### config.mk
export PLATFORM = sky130hd
export DESIGN_NAME = serial_rx
export DESIGN_NICKNAME = d
export VERILOG_FILES = /design/src/rtl/serial_rx.sv
export SDC_FILE = /design/constraint.sdc
export NUM_CORES = 1
export LEC_CHECK = 0
export BUFFER_PORTS_ARGS = -buffer_cell sky130_fd_sc_hd__buf_2
export CORE_ASPECT_RATIO = 1.25
export CORE_MARGIN = 3
export CORE_UTILIZATION = 50
export CTS_BUF_LIST = sky130_fd_sc_hd__clkbuf_8
export DETAILED_ROUTE_END_ITERATION = 16
export PLACE_DENSITY = 0.74
export SLEW_MARGIN = 20
export SYNTH_ARGS = -nofsm -noshare
export SYNTH_HDL_FRONTEND = slang
export SYNTH_SLANG_ARGS = --single-unit
### constraint.sdc
create_clock -name clk -period 4.7 [get_ports clk]
set_clock_uncertainty 0.15 [all_clocks]
set_input_delay 0.235 -clock clk [delete_from_list [all_inputs] [get_ports clk]]
set_output_delay 0.235 -clock clk [all_outputs]
set_load 0.01 [all_outputs]
### src/rtl/serial_rx.sv
// 8N1 UART receiver, LSB first: two-flop synchroniser, mid-bit sampling,
// sticky available/overrun flags with a read strobe, and framing-error pulse.
module serial_rx #(
  parameter int counterBits = 8,
  parameter int delay       = 234,
  parameter int halfDelay   = delay / 2
) (
  input  logic       clk,
  input  logic       resetN,
  input  logic       serialIn,
  output logic [7:0] data,
  output logic       dataValid,
  output logic       dataAvailable,
  input  logic       dataRead,
  output logic       overrun,
  output logic       frameError,
  output logic       busy
);

  typedef enum logic [2:0] {
    S_IDLE,
    S_START,
    S_DATA,
    S_STOP,
    S_BREAK
  } state_t;

  localparam logic [counterBits-1:0] DELAY_C = counterBits'(delay);
  localparam logic [counterBits-1:0] HALF_C  = counterBits'(halfDelay);
  localparam logic [counterBits-1:0] ONE_C   = counterBits'(1);

  state_t                 state;
  logic                   rx_meta;
  logic                   rx_sync;
  logic                   rx_prev;
  logic [counterBits-1:0] counter;
  logic [2:0]             bit_count;
  logic [7:0]             shift_reg;

  always_ff @(posedge clk) begin
    if (!resetN) begin
      // NOTE: every flop, the shift register included, is reset so a frame cut
      // short by reset leaves no trace; the synchroniser resets to the idle level.
      state         <= S_IDLE;
      rx_meta       <= 1'b1;
      rx_sync       <= 1'b1;
      rx_prev       <= 1'b1;
      counter       <= '0;
      bit_count     <= '0;
      shift_reg     <= '0;
      data          <= '0;
      dataValid     <= 1'b0;
      dataAvailable <= 1'b0;
      overrun       <= 1'b0;
      frameError    <= 1'b0;
    end else begin
      rx_meta <= serialIn;
      rx_sync <= rx_meta;
      rx_prev <= rx_sync;

      // NOTE: non-blocking assignments later in this block override earlier
      // ones, so pulses default low here and a completing byte beats the read clear.
      dataValid  <= 1'b0;
      frameError <= 1'b0;
      if (dataRead) begin
        dataAvailable <= 1'b0;
        overrun       <= 1'b0;
      end

      unique case (state)
        S_IDLE: begin
          if (rx_prev && !rx_sync) begin
            state   <= S_START;
            counter <= ONE_C;
          end
        end

        S_START: begin
          if (counter == HALF_C) begin
            if (!rx_sync) begin
              state     <= S_DATA;
              counter   <= ONE_C;
              bit_count <= '0;
            end else begin
              state <= S_IDLE;
            end
          end else begin
            counter <= counter + ONE_C;
          end
        end

        S_DATA: begin
          if (counter == DELAY_C) begin
            shift_reg <= {rx_sync, shift_reg[7:1]};
            counter   <= ONE_C;
            bit_count <= bit_count + 3'd1;
            if (bit_count == 3'd7) state <= S_STOP;
          end else begin
            counter <= counter + ONE_C;
          end
        end

        S_STOP: begin
          // Leaving at mid-stop-bit lets a back-to-back start edge be caught.
          if (counter == DELAY_C) begin
            if (rx_sync) begin
              data          <= shift_reg;
              dataValid     <= 1'b1;
              dataAvailable <= 1'b1;
              overrun       <= !dataRead && (overrun || dataAvailable);
              state         <= S_IDLE;
            end else begin
              frameError <= 1'b1;
              state      <= S_BREAK;
            end
          end else begin
            counter <= counter + ONE_C;
          end
        end

        S_BREAK: begin
          if (rx_sync) state <= S_IDLE;
        end

        default: state <= S_IDLE;
      endcase
    end
  end

  assign busy = (state != S_IDLE);

endmodule

* Word-level counts from Yosys, hierarchy flattened
Index checks and enable logic that the tools add are counted.
Word-level totals: register bits 37, output and inout bits 13, word-level logic and storage cells 74
Cells by class: add/sub/neg operators 2, eq/ne operators 16, mux-type cells 29, reductions and logical operators 15
Operators by type and width (count):
- two-way mux 8 bit | 5
- one-hot mux 8 bit (4 select lines) | 1
- two-way mux 3 bit | 10
- != test 2 bit, second input constant | 8
- one-hot mux 3 bit (5 select lines) | 1
- two-way mux 1 bit | 10
- adder 8 x 1 -> 8 bit, second input constant | 1
- equality test 8 x 7 -> 1 bit, second input constant | 1
- equality test 8 bit, second input constant | 1
- AND reduction 4 bit | 2
- equality test 3 x 2 -> 1 bit, second input constant | 2
- equality test 3 bit, second input constant | 2
- one-hot mux 3 bit (2 select lines) | 1
- AND reduction 3 bit | 2
- AND reduction 6 bit | 1
- nonzero test 4 bit | 1
- adder 3 x 1 -> 3 bit, second input constant | 1
- equality test 3 x 1 -> 1 bit, second input constant | 1
- logical NOT 3 bit | 1
- != test 3 bit, second input constant | 1
- nonzero test 3 bit | 1
- logical AND 1 bit | 2
- logical NOT 1 bit | 2
- two-way mux 2 bit | 1
- other kinds (3) | 3

* Longest topological paths before layout
word-level depth 5, depth in mapped cells 8, mapped depth without buffers 7

* Worst setup path after synthesis
No wires, ideal clock.
path type reg-to-reg, start reg counter[0], end reg counter[2], arrival time 1731 ps, required time 4436 ps, setup slack 2705 ps, cell stages (with the launch flop) 9, path buffers 1, clock period less this slack 1995 ps, cell sequence dfxtp_1 > inv_1 > ha_1 > and4bb_4 > and3_4 > a221o_1 > buf_6 > o2bb2ai_1 > a21o_1
Between the ends: cells in the longest elaborated chain, start to end 3, elaborated cells on any way between the ends 10, those cells by class add/sub: 1; eq/ne: 4; mux: 4; reduce/logical: 1
RTL lines:
- start, declared | line 36 | logic [counterBits-1:0] counter;
- start signal, assigned | line 88 | counter <= counter + ONE_C;
- start signal, assigned | line 99 | counter <= counter + ONE_C;
- start signal, assigned | line 117 | counter <= counter + ONE_C;
- adder 8 x 1 -> 8 bit, or another cell as far along | line 88, 99, 117
- two-way mux 8 bit, or another cell as far along | line 105 | if (counter == DELAY_C) begin
- one-hot mux 8 bit (4 select lines) or AND reduction 4 bit (tied branches)
Parallel ways exist; a longest one is shown, timed or not. The select of a mux whose other input is x is not followed. A chain may end at the register's enable or synchronous reset.

* Worst setup path in the final report
start reg counter[0], end reg counter[3]
The elaborated chain is that of the path after synthesis.

==> run metrics <==
number of DRC violations after detailed routing 0; setup repair after global routing missed its margin false; worst IR drop on VDD 0.000225 V; global route total overflow 0; total clock buffers created by CTS 5; number of setup violations in the final report 0; die span in y 72.3 um; count of antenna-violating nets left after detailed routing 0; syn_nets 215; CTS Root Buffer Type clkbuf_8; clock transition time at the flip-flop clock pins of the worst setup and hold paths 70 ps; fin crit share 46.4%; Crit path max-delay family compound AO/OA/AOI/OAI gates; highest-delay cell along the critical path a221o_1; status finished, final reports clean; most used cells in the layout excluding fill and tap cells 43 x nand2_1, 37 x dfxtp_1, 16 x buf_2; number of flops mapped to enable cells by yosys 0; Vias/cell 5.67; total detailed-routing wirelength 3530 um; timing-limited maximum frequency 459 MHz; number of warnings reported in the yosys synthesis log 0; CTS tree built; worst stage delay on the critical path 480 ps; row cnt 23; via count of the first global-routing pass 1,472; H-tree levels 2; pin count of the biggest net entering global routing 39; Die W 59.0 um; buffers added on ports 16; vias post-DR 1,440; first-pass GRT wire length 6510 um; die footprint 4270 um2; half-perimeter wire length after detailed placement 2530 um; number of DRC markers after the initial detailed-route iteration 45; critical-path maximum fanout 9; number of nets in the layout 226; combined area of all synthesized cells 1760 um2; Filler Cell Count 320; worst hold path type input pin to flip-flop; register bit count reported by yosys 37; final worst hold slack 267 ps; Core ar. 3280 um2; clock sink total 37; buffers from clock root to sink, at most 2; commonest non-fill, non-tap cell in the layout nand2_1; critical path class flip-flop to flip-flop; post-layout util 58.7%; launching element type of the critical path flip-flop; share of final-layout standard cells stronger than drive strength 1 13.8%; I/O pin total 17; PnR Total Power 0.000561 W; later-pin clock latency in the skew report 280 ps; DR WL/cell 13.9 um; routability congestion estimate from global placement 0.880; Post-synth ARST share 0%; post-synthesis cell type count 43; ys flop type dfxtp_1; number of diodes 0; slack of the worst reg-to-reg path 2520 ps; Cells after Synth 206; post-placement cell count 245; Slew @ Worst Pin 618 ps; post-CTS setup buffer count 0; fraction of the yosys area taken by sequential cells 42.2%; Critical Path End Type flip-flop; drt pass-1 iters 4; Final Critical Period 2180 ps; antenna violations before repair 0; arrival time reported for the critical path endpoint 2210 ps; max-slew headroom at the worst pin 58.6%; Worst Path Required 4730 ps; multiplexer fraction of the synthesized cell area 0%; buffers and inverters on the worst path 1; endpoints failing hold 0; global-route total usage across every layer 19.5%; Synth-to-Final Area Change 9.62%; effective utilization at floorplan 53.5%; static leakage power 0.725 nW; adder-cell share of the synthesized area 3.56%; area fraction in compound gates after synthesis 19.1%; post-synthesis simple-gate area fraction 30.8%; Final TNS setup 0 ps; power density normalized to cell area 291 nW/um2; final instance count without filler cells 254; reported max-cap violation count 0; main combinational cell family by area after synthesis simple AND/OR/NAND/NOR gates; max-slew violation count 0; series of cell instances along the critical path inv_1 > ha_1 > and4bb_4 > and3_4 > a221o_1 > o2bb2ai_1 > a21o_1; post-synthesis xor/xnor area fraction 0%; Avg Inst Size Synth 8.53 um2
stage by stage:
| stage | cell area, um2 | setup WS [ps] |
|---|---|---|
| after floorplan | 1760 | 2700 |
| after global placement | 1810 | 2450 |
| after detailed placement | 1810 | 2340 |
| after CTS | 1920 | 2290 |
| after global routing | 1930 | 2300 |
| final | 1930 | 2520 |
cell type report:
| cell class | instances | area [um2] | share of cell area, % |
|---|---|---|---|
| Inverter | 2 | 7.51 | 0.390 |
| Tap cell | 37 | 46.3 | 2.40 |
| Clock buffer | 6 | 82.6 | 4.29 |
| Multi-Input combinational cell | 153 | 945 | 49.1 |
| Clock inverter | 1 | 3.75 | 0.195 |
| Timing Repair Buffer | 18 | 100 | 5.20 |
| Sequential cell | 37 | 741 | 38.5 |
worst reg2reg max path, cell delays in order, from the launching register on:
cell and delay, ps:
dfxtp_1 390, inv_1 90, ha_1 220, and4bb_4 220, and3_4 180, a221o_1 480
o2bb2ai_1 180, a21o_1 180
per-layer routing:
metal,vias to the layer above,routed length (um),track usage [%]
li1,743,-,-
met1,670,1560,23.2
met2,18,1800,32.7
met3,9,100,4.45
met4,0,75,9.07
met5,-,0,0
cells in the mapped netlist, drive strengths merged (4+ instances only):
library cell,number,area share [%]
a21boi,19,8.3
nand2b,7,2.5
nand2,43,9.2
clkbuf,8,1.8
nand4,4,1.4
ha,5,3.6
nor2,8,1.7
nand3,14,4.0
or3,8,2.8
o21ai,5,1.4
nor3b,5,2.1
dfxtp,37,42
o211ai,4,1.7
and3,4,1.7
buf,6,2.1
worst paths after layout:
| kind | from | end | depth (start not counted) |
|---|---|---|---|
| min | resetN | rx_sync$_SDFF_PN1_ | 2 |
| max reg2reg | counter[0]$_SDFFE_PN0P_ | counter[3]$_SDFFE_PN0P_ | 7 |
| max | counter[0]$_SDFFE_PN0P_ | counter[3]$_SDFFE_PN0P_ | 7 |
| min reg2reg | rx_meta$_SDFF_PN1_ | rx_sync$_SDFF_PN1_ | 1 |
report_power, final:
group / leakage (nW) / internal [W] / switching, W
Clock: 0.0485 / 0.000114 / 0.000103
Combinational: 0.378 / 0.0000114 / 0.0000140
Sequential: 0.299 / 0.000316 / 0.00000339
timing repair:
item | 4_1_cts | 5_1_grt
gates resized for setup | 0 | 0
endpoints found under the hold margin | 2 | 0
hold buffers | 2 | 0
cells by family after synthesis:
logic type | count (synthesis)
and+or+nand+nor | 104
adders and majority gates | 5
buffers and inverters | 16
AOI/OAI and AO/OA | 44
DFF | 37
Note: power is estimated with default switching activity, not from simulation.
